**config.mk**
```make
export PLATFORM = sky130hd
export DESIGN_NAME = exception_ctrl_flat
export DESIGN_NICKNAME = d
export VERILOG_FILES = /design/src/rtl/exception_ctrl_if.sv /design/src/rtl/exception_ctrl.sv /design/src/flat_wrapper.sv
export SDC_FILE = /design/constraint.sdc
export NUM_CORES = 1
export LEC_CHECK = 0
export ABC_CLOCK_PERIOD_IN_PS = 4500
export CAP_MARGIN = 25
export CORE_AREA = 2 2 113 115
export CTS_BUF_LIST = sky130_fd_sc_hd__clkbuf_16
export DETAILED_ROUTE_END_ITERATION = 10
export DIE_AREA = 0 0 115 117
export DONT_BUFFER_PORTS = 1
export PLACE_DENSITY = 0.55
export SLEW_MARGIN = 10
export SYNTH_ARGS = -nofsm -noshare
export SYNTH_HDL_FRONTEND = slang
export SYNTH_SLANG_ARGS = --single-unit
```
**constraint.sdc**
```tcl
create_clock -name clk -period 4.5 [get_ports clk]
set_input_delay 0.9 -clock clk [delete_from_list [all_inputs] [get_ports clk]]
set_output_delay 0.9 -clock clk [all_outputs]
set_load 0.01 [all_outputs]
```
**src/rtl/exception_ctrl_if.sv**
```systemverilog
// Pipeline-side bundle for the M-stage exception resolver: M-stage status in,
// CP0 commit / flush / redirect controls out.
interface exception_ctrl_if #(
  parameter int N_EXT_INT = 6
);
  logic [N_EXT_INT-1:0] ext_int;
  logic                 timer_int;
  logic                 valid_m;
  logic                 stall_m;
  logic                 bd_m;
  logic [31:0]          pc_m;
  logic [31:0]          aluout_m;
  logic                 ri;
  logic                 brk;
  logic                 sys;
  logic                 ov;
  logic                 tr;
  logic                 adel_if;
  logic                 adel_ld;
  logic                 ades;
  logic                 eret_m;
  logic [31:0]          cp0_status;
  logic [31:0]          cp0_cause;
  logic [31:0]          cp0_epc;

  logic                 exc_valid;
  logic [4:0]           exc_code;
  logic                 exc_bd;
  logic [31:0]          exc_epc;
  logic                 badvaddr_we;
  logic [31:0]          badvaddr;
  logic                 eret_valid;
  logic                 flush;
  logic                 redirect_valid;
  logic [31:0]          redirect_pc;
  logic                 busy;

  modport master (
    output ext_int, timer_int, valid_m, stall_m, bd_m, pc_m, aluout_m,
           ri, brk, sys, ov, tr, adel_if, adel_ld, ades, eret_m,
           cp0_status, cp0_cause, cp0_epc,
    input  exc_valid, exc_code, exc_bd, exc_epc, badvaddr_we, badvaddr,
           eret_valid, flush, redirect_valid, redirect_pc, busy
  );

  modport slave (
    input  ext_int, timer_int, valid_m, stall_m, bd_m, pc_m, aluout_m,
           ri, brk, sys, ov, tr, adel_if, adel_ld, ades, eret_m,
           cp0_status, cp0_cause, cp0_epc,
    output exc_valid, exc_code, exc_bd, exc_epc, badvaddr_we, badvaddr,
           eret_valid, flush, redirect_valid, redirect_pc, busy
  );
endinterface

```
**src/rtl/exception_ctrl.sv**
```systemverilog
// M-stage exception resolver: synchronises interrupts, picks the winning
// exception or eret, pulses the CP0 commit and redirect, and holds flush.
module exception_ctrl #(
  parameter int          N_EXT_INT    = 6,
  parameter int          SYNC_STAGES  = 2,
  parameter int          FLUSH_CYCLES = 1,
  parameter logic [31:0] EXC_VECTOR   = 32'hbfc00380
) (
  input  logic             clk,
  input  logic             rst,
  exception_ctrl_if.slave  bus
);

  localparam int CNT_W = (FLUSH_CYCLES > 1) ? $clog2(FLUSH_CYCLES) : 1;

  typedef enum logic {IDLE, FLUSH} state_t;

  state_t               state_reg, state_next;
  logic [CNT_W-1:0]     cnt_reg, cnt_next;
  logic [N_EXT_INT-1:0] sync_reg [SYNC_STAGES];

  logic        exc_valid_reg, exc_valid_next;
  logic [4:0]  exc_code_reg, exc_code_next;
  logic        exc_bd_reg, exc_bd_next;
  logic [31:0] exc_epc_reg, exc_epc_next;
  logic        badvaddr_we_reg, badvaddr_we_next;
  logic [31:0] badvaddr_reg, badvaddr_next;
  logic        eret_valid_reg, eret_valid_next;
  logic        redirect_valid_reg, redirect_valid_next;
  logic [31:0] redirect_pc_reg, redirect_pc_next;

  logic [N_EXT_INT-1:0] int_sync;
  logic                 int_req;
  logic                 is_exc;
  logic                 trig;
  logic [4:0]           win_code;
  logic                 win_bv_we;
  logic                 win_bv_pc;

  always_ff @(posedge clk) begin
    if (rst) begin
      for (int i = 0; i < SYNC_STAGES; i++) sync_reg[i] <= '0;
    end else begin
      sync_reg[0] <= bus.ext_int;
      for (int i = 1; i < SYNC_STAGES; i++) sync_reg[i] <= sync_reg[i-1];
    end
  end

  assign int_sync = sync_reg[SYNC_STAGES-1];

  // IE=bit0, EXL=bit1; timer is gated by IM[15] in addition to the hardware mask.
  assign int_req = bus.cp0_status[0] & ~bus.cp0_status[1] &
                   ( (|(bus.cp0_status[9:8] & bus.cp0_cause[9:8]))
                   | (|(bus.cp0_status[10 +: N_EXT_INT] & int_sync))
                   | (bus.cp0_status[15] & bus.timer_int) );

  assign is_exc = int_req | bus.adel_if | bus.ri | bus.sys | bus.brk |
                  bus.adel_ld | bus.ades | bus.ov | bus.tr;

  assign trig = bus.valid_m & ~bus.stall_m & (state_reg == IDLE) & (is_exc | bus.eret_m);

  always_comb begin
    win_code  = 5'd0;
    win_bv_we = 1'b0;
    win_bv_pc = 1'b0;
    if (int_req)          win_code = 5'd0;
    else if (bus.adel_if) begin win_code = 5'd4; win_bv_we = 1'b1; win_bv_pc = 1'b1; end
    else if (bus.ri)      win_code = 5'd10;
    else if (bus.sys)     win_code = 5'd8;
    else if (bus.brk)     win_code = 5'd9;
    else if (bus.adel_ld) begin win_code = 5'd4; win_bv_we = 1'b1; end
    else if (bus.ades)    begin win_code = 5'd5; win_bv_we = 1'b1; end
    else if (bus.ov)      win_code = 5'd12;
    else if (bus.tr)      win_code = 5'd13;
  end

  always_comb begin
    state_next          = state_reg;
    cnt_next            = cnt_reg;
    exc_valid_next      = 1'b0;
    exc_code_next       = 5'd0;
    exc_bd_next         = 1'b0;
    exc_epc_next        = 32'd0;
    badvaddr_we_next    = 1'b0;
    badvaddr_next       = 32'd0;
    eret_valid_next     = 1'b0;
    redirect_valid_next = 1'b0;
    redirect_pc_next    = 32'd0;
    case (state_reg)
      IDLE: begin
        if (trig) begin
          state_next          = FLUSH;
          cnt_next            = CNT_W'(FLUSH_CYCLES - 1);
          redirect_valid_next = 1'b1;
          // An exception in the same cycle as eret always wins.
          if (is_exc) begin
            exc_valid_next   = 1'b1;
            exc_code_next    = win_code;
            exc_bd_next      = bus.bd_m;
            exc_epc_next     = bus.bd_m ? (bus.pc_m - 32'd4) : bus.pc_m;
            badvaddr_we_next = win_bv_we;
            badvaddr_next    = win_bv_pc ? bus.pc_m : bus.aluout_m;
            redirect_pc_next = EXC_VECTOR;
          end else begin
            eret_valid_next  = 1'b1;
            redirect_pc_next = bus.cp0_epc;
          end
        end
      end
      FLUSH: begin
        if (cnt_reg == '0) state_next = IDLE;
        else               cnt_next   = cnt_reg - 1'b1;
      end
      default: state_next = IDLE;
    endcase
  end

  always_ff @(posedge clk) begin
    if (rst) begin
      state_reg          <= IDLE;
      cnt_reg            <= '0;
      exc_valid_reg      <= 1'b0;
      exc_code_reg       <= 5'd0;
      exc_bd_reg         <= 1'b0;
      exc_epc_reg        <= 32'd0;
      badvaddr_we_reg    <= 1'b0;
      badvaddr_reg       <= 32'd0;
      eret_valid_reg     <= 1'b0;
      redirect_valid_reg <= 1'b0;
      redirect_pc_reg    <= 32'd0;
    end else begin
      state_reg          <= state_next;
      cnt_reg            <= cnt_next;
      exc_valid_reg      <= exc_valid_next;
      exc_code_reg       <= exc_code_next;
      exc_bd_reg         <= exc_bd_next;
      exc_epc_reg        <= exc_epc_next;
      badvaddr_we_reg    <= badvaddr_we_next;
      badvaddr_reg       <= badvaddr_next;
      eret_valid_reg     <= eret_valid_next;
      redirect_valid_reg <= redirect_valid_next;
      redirect_pc_reg    <= redirect_pc_next;
    end
  end

  assign bus.exc_valid      = exc_valid_reg;
  assign bus.exc_code       = exc_code_reg;
  assign bus.exc_bd         = exc_bd_reg;
  assign bus.exc_epc        = exc_epc_reg;
  assign bus.badvaddr_we    = badvaddr_we_reg;
  assign bus.badvaddr       = badvaddr_reg;
  assign bus.eret_valid     = eret_valid_reg;
  assign bus.redirect_valid = redirect_valid_reg;
  assign bus.redirect_pc    = redirect_pc_reg;
  assign bus.flush          = (state_reg == FLUSH);
  assign bus.busy           = (state_reg != IDLE);

endmodule

```
**src/flat_wrapper.sv**
```systemverilog
// flat-port wrapper written by rule: the top's interface ports become plain ports
module exception_ctrl_flat 
#(
  parameter int          N_EXT_INT    = 6,
  parameter int          SYNC_STAGES  = 2,
  parameter int          FLUSH_CYCLES = 1,
  parameter logic [31:0] EXC_VECTOR   = 32'hbfc00380
)
  (clk, rst, bus_ext_int, bus_timer_int, bus_valid_m, bus_stall_m, bus_bd_m, bus_pc_m, bus_aluout_m, bus_ri, bus_brk, bus_sys, bus_ov, bus_tr, bus_adel_if, bus_adel_ld, bus_ades, bus_eret_m, bus_cp0_status, bus_cp0_cause, bus_cp0_epc, bus_exc_valid, bus_exc_code, bus_exc_bd, bus_exc_epc, bus_badvaddr_we, bus_badvaddr, bus_eret_valid, bus_flush, bus_redirect_valid, bus_redirect_pc, bus_busy);
  exception_ctrl_if #(.N_EXT_INT(N_EXT_INT)) bus_i ();
  input  logic clk;
  input  logic rst;
  input wire logic [$bits(bus_i.ext_int)-1:0] bus_ext_int;
  input wire logic [$bits(bus_i.timer_int)-1:0] bus_timer_int;
  input wire logic [$bits(bus_i.valid_m)-1:0] bus_valid_m;
  input wire logic [$bits(bus_i.stall_m)-1:0] bus_stall_m;
  input wire logic [$bits(bus_i.bd_m)-1:0] bus_bd_m;
  input wire logic [$bits(bus_i.pc_m)-1:0] bus_pc_m;
  input wire logic [$bits(bus_i.aluout_m)-1:0] bus_aluout_m;
  input wire logic [$bits(bus_i.ri)-1:0] bus_ri;
  input wire logic [$bits(bus_i.brk)-1:0] bus_brk;
  input wire logic [$bits(bus_i.sys)-1:0] bus_sys;
  input wire logic [$bits(bus_i.ov)-1:0] bus_ov;
  input wire logic [$bits(bus_i.tr)-1:0] bus_tr;
  input wire logic [$bits(bus_i.adel_if)-1:0] bus_adel_if;
  input wire logic [$bits(bus_i.adel_ld)-1:0] bus_adel_ld;
  input wire logic [$bits(bus_i.ades)-1:0] bus_ades;
  input wire logic [$bits(bus_i.eret_m)-1:0] bus_eret_m;
  input wire logic [$bits(bus_i.cp0_status)-1:0] bus_cp0_status;
  input wire logic [$bits(bus_i.cp0_cause)-1:0] bus_cp0_cause;
  input wire logic [$bits(bus_i.cp0_epc)-1:0] bus_cp0_epc;
  output wire logic [$bits(bus_i.exc_valid)-1:0] bus_exc_valid;
  output wire logic [$bits(bus_i.exc_code)-1:0] bus_exc_code;
  output wire logic [$bits(bus_i.exc_bd)-1:0] bus_exc_bd;
  output wire logic [$bits(bus_i.exc_epc)-1:0] bus_exc_epc;
  output wire logic [$bits(bus_i.badvaddr_we)-1:0] bus_badvaddr_we;
  output wire logic [$bits(bus_i.badvaddr)-1:0] bus_badvaddr;
  output wire logic [$bits(bus_i.eret_valid)-1:0] bus_eret_valid;
  output wire logic [$bits(bus_i.flush)-1:0] bus_flush;
  output wire logic [$bits(bus_i.redirect_valid)-1:0] bus_redirect_valid;
  output wire logic [$bits(bus_i.redirect_pc)-1:0] bus_redirect_pc;
  output wire logic [$bits(bus_i.busy)-1:0] bus_busy;
  assign bus_i.ext_int = bus_ext_int;
  assign bus_i.timer_int = bus_timer_int;
  assign bus_i.valid_m = bus_valid_m;
  assign bus_i.stall_m = bus_stall_m;
  assign bus_i.bd_m = bus_bd_m;
  assign bus_i.pc_m = bus_pc_m;
  assign bus_i.aluout_m = bus_aluout_m;
  assign bus_i.ri = bus_ri;
  assign bus_i.brk = bus_brk;
  assign bus_i.sys = bus_sys;
  assign bus_i.ov = bus_ov;
  assign bus_i.tr = bus_tr;
  assign bus_i.adel_if = bus_adel_if;
  assign bus_i.adel_ld = bus_adel_ld;
  assign bus_i.ades = bus_ades;
  assign bus_i.eret_m = bus_eret_m;
  assign bus_i.cp0_status = bus_cp0_status;
  assign bus_i.cp0_cause = bus_cp0_cause;
  assign bus_i.cp0_epc = bus_cp0_epc;
  assign bus_exc_valid = bus_i.exc_valid;
  assign bus_exc_code = bus_i.exc_code;
  assign bus_exc_bd = bus_i.exc_bd;
  assign bus_exc_epc = bus_i.exc_epc;
  assign bus_badvaddr_we = bus_i.badvaddr_we;
  assign bus_badvaddr = bus_i.badvaddr;
  assign bus_eret_valid = bus_i.eret_valid;
  assign bus_flush = bus_i.flush;
  assign bus_redirect_valid = bus_i.redirect_valid;
  assign bus_redirect_pc = bus_i.redirect_pc;
  assign bus_busy = bus_i.busy;
  exception_ctrl #(.N_EXT_INT(N_EXT_INT), .SYNC_STAGES(SYNC_STAGES), .FLUSH_CYCLES(FLUSH_CYCLES), .EXC_VECTOR(EXC_VECTOR)) u_core (.clk(clk), .rst(rst), .bus(bus_i));
endmodule
```
Word-level counts from Yosys, hierarchy flattened. Memory sizes are Yosys's and may differ from the RTL's. Index checks and enable logic that the tools add are counted.

Equality and inequality tests: 1. Multiplexer cells: 32. $add $sub $neg: 2. Bitwise logic cells: 26. Reductions and logical operators: 10.

Operators by type and width (number): $mux 32 (3); $sub 32x3->32 const B (1); $mux 4 (7); $mux 1 (17); $or 1x1->1 (13); $mux 6 (2); $reduce_or 12->1 (1); $reduce_or 6->1 (2); $reduce_or 4->1 (2); $reduce_or 8->1 (1); $and 1x1->1 (6); $and 6x6->6 (1); $not 1->1 (5); $reduce_or 5->1 (1); $pmux 1 s2 (2); $reduce_or 2->1 (2); $mux 3 (1); $reduce_or 3->1 (1); $and 2x2->2 (1); $ne 2x1->1 const B (1); $sub 1x1->1 const B (1).

Bits in writable memories: 12. Memories: 1. Flip-flop bits (word level): 108. Input port bits: 181. Output and inout port bits: 108.

Memory list: u_core.sync_reg (depth 2, width 6, read ports 2, clocked after memory_dff 0, wr ports 2, RTL line exception_ctrl.sv:20) `logic [N_EXT_INT-1:0] sync_reg [SYNC_STAGES];`.

Logic depth before layout (Yosys ltp). Gate-level depths: netlist of the first run. An unclocked memory read counts as a cell.

Word-level depth: 18. Gate-level depth with buffers: 7. Gate-level depth less buffers: 7.

Least setup slack after synthesis of the first run. OpenSTA, ideal clock, no wires.

Path kind: in2reg. Start: in bus_cp0_status[8]. End: reg u_core.exc_epc_reg[2], in the netlist u_core.bus.exc_epc[2]. Path buffers: 1. Data arrival time: 2184 ps. Library setup time: 115 ps. Stages on the path: 5. Path slack: 2201 ps. Cells stage by stage: a222oi_1 a311oi_2 o31ai_4 buf_6 nor2_1.

Longest elaborated chain between the ends: 17.

Ends and longest elaborated chain: start, declared (RTL line flat_wrapper.sv:29) `input wire logic [$bits(bus_i.cp0_status)-1:0] bus_cp0_status;`; $and 2x2->2 * (RTL line exception_ctrl.sv:53) `( (|(bus.cp0_status[9:8] & bus.cp0_cause[9:8]))`; $reduce_or 2->1 * (RTL line exception_ctrl.sv:53); $or 1x1->1 * (RTL line exception_ctrl.sv:54) `| (|(bus.cp0_status[10 +: N_EXT_INT] & int_sync))`; $or 1x1->1 * (RTL line exception_ctrl.sv:55) `| (bus.cp0_status[15] & bus.timer_int) );`; $and 1x1->1 * (RTL line exception_ctrl.sv:52) `assign int_req = bus.cp0_status[0] & ~bus.cp0_status[1] &`; $or 1x1->1 * (5 in series) (RTL line exception_ctrl.sv:57) `assign is_exc = int_req | bus.adel_if | bus.ri | bus.sys | bus.brk |`; $or 1x1->1 * (3 in series) (RTL line exception_ctrl.sv:58) `bus.adel_ld | bus.ades | bus.ov | bus.tr;`; $or 1x1->1 (RTL line exception_ctrl.sv:60) `assign trig = bus.valid_m & ~bus.stall_m & (state_reg == IDLE) & (is_exc | bus.eret_m);`; $and 1x1->1 (RTL line exception_ctrl.sv:60); $not 1->1 (no line); $reduce_or 4->1 (no line) *; end signal, assigned (RTL line exception_ctrl.sv:137) `exc_epc_reg <= exc_epc_next;`; end, declared (RTL line exception_ctrl.sv:25) `logic [31:0] exc_epc_reg, exc_epc_next;`.

Mark *: on every way between the ends. The rest lies on a longest branch, timed or not. A chain may end at the register's enable or synchronous reset.

Final worst setup path of the first run.
Start: in rst. End: reg u_core.redirect_pc_reg[3], in the netlist u_core.bus.redirect_pc[3].

Longest elaborated chain between the ends: 1.

Ends and longest elaborated chain: start, declared (RTL line flat_wrapper.sv:12) `input logic rst;`; $reduce_or 4->1 (no line); end signal, assigned (RTL line exception_ctrl.sv:142) `redirect_pc_reg <= redirect_pc_next;`; end, declared (RTL line exception_ctrl.sv:30) `logic [31:0] redirect_pc_reg, redirect_pc_next;`.

Every way passes these cells.

==> reports/results.ini, run 1 <==
[status]
status=finished, final reports clean

[placed_design]
place_congestion=0.7275
dp_hpwl_um=7769
numPortBuffers=0

[power]
p_leak_nw=1.779
p_switching_mw=0.5332
ir_worst_vdd_mv=0.1938
switching_share_pct=21.93
clockPowerShare_pct=51.3
total_power_mw=2.431
power_frac_comb_pct=3.9
seqPwrFrac_pct=44.9
power_density_nw_per_um2=501.7
p_int_mw=1.898

[cts]
cts_sinks=117
cts-root-buf=clkbuf_16
cts.hold.buffers_added=0
clkLatencyLatePin_ns=0.41
cts.clk_slew.worst_paths_ns=0.05
h-tree-depth=4
post_cts_buffers=0
clk_path_buf_depth=2
ctsResizeCount=0
cts_tree=yes
numCtsBuffers=17

[yosys]
ys_seq_elements=117
synth_area_um2=4230
synth_cell_types=45
synth_nets=633
syn_avg_cell_area_um2=9.380
yosysSeqAreaShare_pct=55.37
async_flop_share_pct=0
synth_area_leaders=dfxtp_1 (55%), nand2_1 (7.0%), xor2_1 (4.6%)
synth-edff-count=0
yosysTopAreaCellShare_pct=55.37
synth_cells=451
synth_top_area_cell=dfxtp_1
yosysWarnings=0
ys.flop_type=dfxtp_1

[finish]
multiInputGateArea_um2=1700
layout_commonest_cell=dfxtp_1
seqCellArea_um2=2342
layout_common_cells=dfxtp_1 (117), nand2_1 (79), nor2_1 (45), o22ai_1 (28), xor2_1 (22)
drive_gt1_share_pct=9.649
antenna_cells=0
nFillCells=1244
fin_nets=626
syn2layout_area_growth_pct=14.55

[global_route]
antenna_found_initial=0
grt_pass1_wl_um=15530
grt_usage_pct=15.57
grt_max_degree=64
grt.overflow.total=0
first_global_vias=2852

[die]
io_pins=289
die_y_um=117
rows=41
initial_core_util_pct=34.36
dieArea_um2=13460
die_x_um=115
coreArea_um2=12310

[routing]
antenna_left=0
dr.pass1.iters=4
vias=3119
drc=0
totalWireLength_um=10650
post_drt_wl_per_cell_um=17.57
vias_per_cell=5.147
drt_iter0_markers=132

[timing]
drv_slew=0
fin_crit_sh_pct=54.67
fmax_ghz=0.4065
min_period_ns=2.460
rsz0062_at_grt=no
final-setup-viol-count=0
skew_ns=0.005038
hold_viol=0
fin_tns_setup_ns=0
slew_headroom_pct=39.65
tightestPinTransition_ns=0.9033

[worst_setup_path]
crit_path_end_kind=flip-flop
cp_max_fo=21
crit_type=in2reg
required_ns=4.85
arrival_ns=2.81
critPathLaunchType=input pin

[flow_run]
drv_cap=0

[hold_path]
hp-class=reg2reg

-- power by group through the flow --
| stage | clock network, mW | logic [mW] | registers [mW] |
|---|---|---|---|
| 6_report | 1.25 | 0.0937 | 1.09 |
| 5_1_grt | 1.33 | 0.106 | 1.09 |
| 4_1_cts | 1.28 | 0.0959 | 1.09 |
| 3_5_place_dp | 0 | 0.0957 | 1.11 |
| 3_3_place_gp | 0 | 0.0927 | 1.11 |
| 2_1_floorplan | 0 | 0.0822 | 1.11 |
-- logic make-up after synthesis --
| logic type | count (synthesis) | share of synthesized area (%) |
|---|---|---|
| xor gates and xnor gates | 27 | 5.590 |
| other | 1 | 0.08865 |
| buffers and inverters | 41 | 4.762 |
| AOI/OAI and AO/OA | 64 | 10.32 |
| DFF | 117 | 55.37 |
| adders and majority gates | 1 | 0.2957 |
| and+or+nand+nor | 200 | 23.57 |
-- synthesized netlist by cell type, types with 4 or more instances --
cell type,n
nor3_1,5
nand3b_1,4
o21ai_0,4
dfxtp_1,117
clkbuf_1,14
nand4_1,6
nor2_1,45
xnor2_1,5
xor2_1,22
nor2b_1,12
nand3_1,8
a21oi_1,18
o22ai_1,28
buf_2,7
and2_1,20
nand2_1,79
o32ai_1,4
buf_4,4
inv_1,12
-- path summary, 6_finish.rpt --
kind	from	to	slack (ns)	depth (start not counted)
min	u_core.sync_reg[0][2]	u_core.sync_reg[0][8]	0.43	1
max	rst	u_core.bus.redirect_pc[3]	2.04	3
max reg2reg	u_core.bus.busy	u_core.bus.redirect_pc[3]	2.07	3
min reg2reg	u_core.sync_reg[0][2]	u_core.sync_reg[0][8]	0.43	1
-- stage by stage --
step / hold slack (ns) / util [%] / cells / instance area, µm² / setup WS [ns]
global placement: 0.4173 / 34.91 / 575 / 4298 / 1.642
floorplan: 0.4138 / - / 451 / 4230 / 2.201
finish: 0.4343 / 39.36 / 606 / 4846 / 2.040
global route: 0.4530 / 39.36 / 606 / 4846 / 1.885
CTS: 0.4391 / 39.36 / 606 / 4846 / 2.013
detailed placement: 0.4268 / 34.91 / 575 / 4298 / 1.572
-- per-layer routing --
metal / vias to the layer above / track usage, % / part of all wire [%]
li1: 1494 / - / -
met1: 1460 / 18.23 / 41
met2: 143 / 23.96 / 48
met3: 22 / 6.437 / 8.5
met4: 0 / 9.317 / 2.6
met5: - / 0 / 0
-- final cells by class --
| cell class | count | area share (%) |
|---|---|---|
| tap | 150 | 3.873 |
| clock inverter | 14 | 2.530 |
| timing repair buffer | 3 | 0.4648 |
| multi-input combinational | 293 | 35.09 |
| inverter | 12 | 0.9295 |
| sequential | 117 | 48.33 |
| clock buffer | 17 | 8.779 |
-- critical path: stages --
cell	delay, ns
or4b_1	0.86
nor4_4	0.82
and2_1	0.23
No activity file was read; power rests on OpenSTA's default activity.
==> inputs of run 2 (changes only) <==
--- a/config.mk
+++ b/config.mk
@@ -5,7 +5,7 @@
 export SDC_FILE = /design/constraint.sdc
 export NUM_CORES = 1
 export LEC_CHECK = 0
-export ABC_CLOCK_PERIOD_IN_PS = 4500
+export ABC_CLOCK_PERIOD_IN_PS = 2500
 export CAP_MARGIN = 25
 export CORE_AREA = 2 2 113 115
 export CTS_BUF_LIST = sky130_fd_sc_hd__clkbuf_16
==> constraint.sdc (replaced) <==
create_clock -name clk -period 2.5 [get_ports clk]
set_input_delay 0.5 -clock clk [delete_from_list [all_inputs] [get_ports clk]]
set_output_delay 0.5 -clock clk [all_outputs]
set_load 0.01 [all_outputs]
==> reports/results.ini, run 2 (same netlist as run 1, synthesis figures left out) <==
[die]
initial_core_util_pct=34.36  ; unchanged
die_x_um=115  ; unchanged
die_y_um=117  ; unchanged
io_pins=289  ; unchanged
dieArea_um2=13460  ; unchanged
rows=41  ; unchanged
coreArea_um2=12310  ; unchanged

[timing]
rsz0062_at_grt=no  ; unchanged
tightestPinTransition_ns=0.7648  ; was 0.9033 ns
skew_ns=0.006571  ; was 0.005038 ns
final-setup-viol-count=0  ; unchanged
fin_crit_sh_pct=81.57
min_period_ns=2.039
drv_slew=0  ; unchanged
fmax_ghz=0.4904
timing.hold.ws_ns=0.1624  ; was 0.4343 ns
hold_viol=0  ; unchanged
fin_tns_setup_ns=0  ; unchanged
slew_headroom_pct=48.74  ; was 39.65%

[worst_setup_path]
crit_type=reg2reg  ; was in2reg
critPathLaunchType=flip-flop  ; was input pin
r2r-start=u_core.sync_reg[0][7]  ; was u_core.bus.busy
crit_path_end_kind=flip-flop  ; unchanged
r2r_slack_ns=0.46  ; was 2.07 ns
cp_max_fo=13  ; was 21
arrival_ns=2.30  ; was 2.81 ns
required_ns=2.76  ; was 4.85 ns
crit_path_end=u_core.bus.busy  ; was u_core.bus.redirect_pc[3]
rr_worst_depth=5  ; was 3
reg2reg_to=u_core.bus.busy  ; was u_core.bus.redirect_pc[3]
crit_start=u_core.sync_reg[0][7]  ; was rst

[placed_design]
dp_hpwl_um=7710  ; was 7769 µm
place_congestion=0.7387  ; was 0.7275
numPortBuffers=0  ; unchanged
dpl_cell_area_um2=4358  ; was 4298 µm²

[routing]
dr.pass1.iters=6  ; was 4
top_layer=met4  ; unchanged
vias=3097  ; was 3119
wl_met2_um=5140  ; was 5073 µm
antenna_left=0  ; unchanged
wl_met3_um=818  ; was 904 µm
drt-met1-wl_um=4275  ; was 4395 µm
vias_per_cell=5.077  ; was 5.147
drt_iter0_markers=140  ; was 132
totalWireLength_um=10430  ; was 10650 µm
post_drt_wl_per_cell_um=17.10  ; was 17.57 µm
drc=0  ; unchanged

[finish]
design_area_um2=4923  ; was 4846 µm²
nFillCells=1229  ; was 1244
layout_common_cells=dfxtp_1 (117), nand2_1 (79), nor2_1 (45), o22ai_1 (28), xor2_1 (22)  ; unchanged
antenna_cells=0  ; unchanged
syn2layout_area_growth_pct=16.39  ; was 14.55%
drive_gt1_share_pct=10.87  ; was 9.649%
fin_nets=629  ; was 626
layout_commonest_cell=dfxtp_1  ; unchanged

[cts]
cts.hold.buffers_added=0  ; unchanged
cts.clk_slew.worst_paths_ns=0.05  ; about the same
clkLatencyLatePin_ns=0.41  ; about the same
post_cts_buffers=0  ; unchanged
clk_path_buf_depth=2  ; unchanged
cts-root-buf=clkbuf_16  ; unchanged
cts_tree=yes  ; unchanged
cts_sinks=117  ; unchanged
ctsResizeCount=0  ; unchanged
h-tree-depth=4  ; unchanged
numCtsBuffers=17  ; unchanged

[global_route]
grt_max_degree=64  ; unchanged
grt.overflow.total=0  ; unchanged
grt_pass1_wl_um=15770  ; was 15530 µm
grt_usage_pct=15.50  ; was 15.57%
first_global_vias=2967  ; was 2852
antenna_found_initial=0  ; unchanged

[flow_run]
drv_cap=0  ; unchanged

[power]
switching_share_pct=22.41  ; was 21.93%
power_frac_comb_pct=4.0  ; was 3.9%
power_density_nw_per_um2=900.9  ; was 501.7 nW/µm²
seqPwrFrac_pct=44.3  ; was 44.9%
ir_worst_vdd_mv=0.3818  ; was 0.1938 mV
p_int_mw=3.442  ; was 1.898 mW
p_switching_mw=0.9938  ; was 0.5332 mW
clockPowerShare_pct=51.8  ; was 51.3%
p_leak_nw=1.801  ; was 1.779 nW

[status]
status=finished, final reports clean  ; unchanged

[hold_path]
hp-class=in2reg  ; was reg2reg

[run 2: layout make-up]
| class | instances | area [µm²] | share of cell area (%) |
|---|---|---|---|
| clock inverters | 15 | 140.1 | 2.846 |
| multi-input cells | 293 | 1700 | 34.54 |
| flip-flops and latches | 117 | 2342 | 47.57 |
| inverters | 12 | 45.04 | 0.9149 |
| well taps | 150 | 187.7 | 3.812 |
| repair buffers | 6 | 82.58 | 1.677 |
| clock buffers | 17 | 425.4 | 8.640 |
[run 2: worst min path at each step]
stage,to,slack (ns),cells after the start,start
5_1_grt,u_core.sync_reg[0][6],0.14,1,rst
6_report,u_core.sync_reg[0][6],0.16,1,rst
2_1_floorplan,u_core.sync_reg[0][10],0.41,1,u_core.sync_reg[0][4]
3_5_place_dp,u_core.sync_reg[0][7],0.43,1,u_core.sync_reg[0][1]
3_3_place_gp,u_core.sync_reg[0][7],0.41,1,u_core.sync_reg[0][1]
4_1_cts,u_core.sync_reg[0][3],0.14,1,rst
[run 2: layer usage]
| layer | vias up | global-route usage (%) |
|---|---|---|
| met5 | - | 0 |
| met4 | 0 | 7.952 |
| met3 | 15 | 5.870 |
| met2 | 132 | 24.39 |
| met1 | 1444 | 18.55 |
| li1 | 1506 | - |
[run 2: critical path, cell delays in order, from the launching register on]
cell	delay (ns)
dfxtp_1	0.29
a22o_1	0.23
a221oi_2	0.24
a311oi_2	0.28
nor3_2	0.70
a21oi_1	0.16
[run 2: power by group through the flow]
stage                     Sequential, mW  Clock, mW  Combinational [mW]
final                               1.96       2.30               0.176
after global routing                1.97       2.44               0.200
after CTS                           1.96       2.35               0.180
after detailed placement            2.00          0               0.180
after global placement              2.00          0               0.175
after floorplan                     1.99          0               0.148
[run 2: metrics by stage]
| stage | util [%] | total power, mW | cells | setup slack, ns |
|---|---|---|---|---|
| after floorplan | - | 2.141 | 451 | 0.6010 |
| after global placement | 35.40 | 2.179 | 578 | 0.2839 |
| after detailed placement | 35.40 | 2.183 | 578 | 0.2387 |
| after CTS | 39.99 | 4.491 | 610 | 0.4569 |
| after global routing | 39.99 | 4.611 | 610 | 0.3394 |
| final | 39.99 | 4.435 | 610 | 0.4609 |
==> inputs of run 3 (changes only) <==
--- a/config.mk
+++ b/config.mk
@@ -5,14 +5,14 @@
 export SDC_FILE = /design/constraint.sdc
 export NUM_CORES = 1
 export LEC_CHECK = 0
-export ABC_CLOCK_PERIOD_IN_PS = 2500
+export ABC_CLOCK_PERIOD_IN_PS = 1700
 export CAP_MARGIN = 25
 export CORE_AREA = 2 2 113 115
 export CTS_BUF_LIST = sky130_fd_sc_hd__clkbuf_16
 export DETAILED_ROUTE_END_ITERATION = 10
 export DIE_AREA = 0 0 115 117
 export DONT_BUFFER_PORTS = 1
-export PLACE_DENSITY = 0.55
+export PLACE_DENSITY = 0.56
 export SLEW_MARGIN = 10
 export SYNTH_ARGS = -nofsm -noshare
 export SYNTH_HDL_FRONTEND = slang
==> constraint.sdc (replaced) <==
create_clock -name clk -period 1.7 [get_ports clk]
set_input_delay 0.34 -clock clk [delete_from_list [all_inputs] [get_ports clk]]
set_output_delay 0.34 -clock clk [all_outputs]
set_load 0.01 [all_outputs]
==> reports/results.ini, run 3 (same netlist as run 1, synthesis figures left out) <==
[power]
p_leak_nw=2.043  ; was 1.801 nW
power_density_nw_per_um2=1195  ; was 900.9 nW/µm²
total_power_mw=6.559  ; was 4.435 mW
ir_worst_vdd_mv=0.6351  ; was 0.3818 mV

[finish]
layout_commonest_cell=dfxtp_1  ; unchanged
fin_util_pct=44.57  ; was 39.99%
fin_nets=663  ; was 629
layout_common_cells=dfxtp_1 (117), nand2_1 (78), o22ai_1 (28), nor2_1 (22), xor2_1 (22)  ; was dfxtp_1 (117), nand2_1 (79), nor2_1 (45), o22ai_1 (28), xor2_1 (22)
nFillCells=1174  ; was 1229
antenna_cells=0  ; unchanged
drive_gt1_share_pct=21.34  ; was 10.87%
syn2layout_area_growth_pct=29.72  ; was 16.39%

[routing]
antenna_left=0  ; unchanged
totalWireLength_um=10970  ; was 10430 µm
post_drt_wl_per_cell_um=17.08  ; was 17.10 µm
drc=0  ; unchanged
dr.pass1.iters=4  ; was 6
drt_iter0_markers=118  ; was 140
vias_per_cell=4.935  ; was 5.077
vias=3168  ; was 3097

[die]
rows=41  ; unchanged
io_pins=289  ; unchanged
initial_core_util_pct=34.36  ; unchanged
die_x_um=115  ; unchanged
die_y_um=117  ; unchanged
coreArea_um2=12310  ; unchanged
dieArea_um2=13460  ; unchanged

[worst_setup_path]
cp_max_fo=21  ; was 13
cpPeakStageDelay_ns=0.29  ; was 0.70 ns
cp_slowest_cell=dfxtp_1  ; was nor3_2
critPathLaunchType=flip-flop  ; unchanged
crit_type=reg2reg  ; unchanged
required_ns=2.06  ; was 2.76 ns
crit_family=compound AO/OA/AOI/OAI gates  ; unchanged
arrival_ns=2.16  ; was 2.30 ns
crit_buf_inv=2  ; was 0
r2r-start=u_core.sync_reg[0][7]  ; unchanged
path_cells=a22o_1 > a221oi_4 > a311oi_2 > buf_4 > nor4_4 > buf_12 > and2_1  ; was a22o_1 > a221oi_2 > a311oi_2 > nor3_2 > a21oi_1
crit_start=u_core.sync_reg[0][7]  ; unchanged
crit_path_end_kind=flip-flop  ; unchanged

[timing]
hold_viol=0  ; unchanged
final-setup-viol-count=87  ; was 0
fin_crit_sh_pct=106.4  ; was 81.57%
skew_ns=0.01056  ; was 0.006571 ns
fin_ws_ns=-0.1085  ; was 0.4609 ns
rsz0062_at_grt=yes  ; was no
timing.hold.ws_ns=0.02838  ; was 0.1624 ns
drv_slew=0  ; unchanged
min_period_ns=1.809  ; was 2.039 ns
fmax_ghz=0.5529  ; was 0.4904 GHz

[global_route]
antenna_found_initial=0  ; unchanged
grt_usage_pct=15.91  ; was 15.50%
grt_max_degree=42  ; was 64
grt_pass1_wl_um=16050  ; was 15770 µm
grt.overflow.total=0  ; unchanged
first_global_vias=3050  ; was 2967

[cts]
cts_sinks=117  ; unchanged
cts-root-buf=clkbuf_16  ; unchanged
clk_path_buf_depth=2  ; unchanged
numCtsBuffers=17  ; unchanged
cts_tree=yes  ; unchanged
h-tree-depth=4  ; unchanged
clkLatencyLatePin_ns=0.41  ; about the same
cts.clk_slew.worst_paths_ns=0.06  ; was 0.05 ns

[placed_design]
place_congestion=0.7487  ; was 0.7387
numPortBuffers=0  ; unchanged
dp_hpwl_um=8043  ; was 7710 µm

[status]
status=finished, violations left  ; was finished, final reports clean
violations=negative setup slack

[flow_run]
drv_cap=0  ; unchanged

[hold_path]
hp-class=in2reg  ; unchanged
min_from=bus_ri  ; was rst

run 3: cell count changes in the layout (fill, tap and decap cells not counted), moves of 2 or more:
cell / before / now
clkinv_1: 2 / 0
clkinv_4: 2 / 0
nor2_4: 0 / 12
dlygate4sd3_1: 0 / 4
buf_6: 0 / 2
nor2_2: 2 / 13
buf_4: 3 / 19
clkbuf_16: 17 / 20
nor2_1: 45 / 22
buf_12: 3 / 11
run 3: worst paths after layout:
path / endpoint / cells past startpoint / slack [ns]
max reg2reg: u_core.bus.redirect_pc[1] / 7 / -0.11
min: u_core.bus.exc_code[1] / 2 / 0.03
max: u_core.bus.redirect_pc[1] / 7 / -0.11
min reg2reg: u_core.sync_reg[0][9] / 1 / 0.44
run 3: stage by stage:
step           area, µm²  worst slack, ns  TNS [ns]  instances
3_5_place_dp        4631          -0.2084    -12.37        601
5_1_grt             5488          -0.1985    -12.92        642
2_1_floorplan       4230         -0.03893    -1.128        451
4_1_cts             5215          -0.1208    -3.550        633
6_report            5488          -0.1085    -4.164        642
3_3_place_gp        4631          -0.1937    -11.88        601
run 3: area by class of cell:
class / instances / area [µm²] / area share (%)
Sequential cell: 117 / 2342 / 42.68
Inverter: 12 / 45.04 / 0.8208
Tap cell: 150 / 187.7 / 3.420
Timing Repair Buffer: 40 / 515.5 / 9.394
Multi-Input combinational cell: 293 / 1852 / 33.74
Clock buffer: 17 / 425.4 / 7.752
Clock inverter: 13 / 120.1 / 2.189
run 3: power by group:
| group | switching, mW | internal, mW |
|---|---|---|
| logic | 0.196 | 0.178 |
| registers | 0.0618 | 2.82 |
| clock network | 1.20 | 2.10 |
| total | 1.45 | 5.10 |
run 3: worst reg2reg max path, delay by kind of cell (launching register included):
kind                   cells  cell delay, ns
AO/OA/AOI/OAI              3            0.66
buffers and inverters      2            0.38
AND/OR/NAND/NOR            2            0.42
flip-flops                 1            0.29
run 3: metal layers:
metal / vias to the layer above / routed length [µm] / track usage [%]
met1: 1447 / 4410 / 18.46
met5: - / 0 / 0
li1: 1565 / - / -
met3: 17 / 838 / 7.415
met2: 139 / 5520 / 25.53
met4: 0 / 195 / 6.506
run 3: repair_timing:
action                     4_1_cts  5_1_grt
setup buffers                    1        3
gates resized for setup          4       41
hold buffers                     1        3
cloned                           0        3
hold endpoints to repair        12        2
pin swaps                        0       19
setup endpoints to repair       95       95
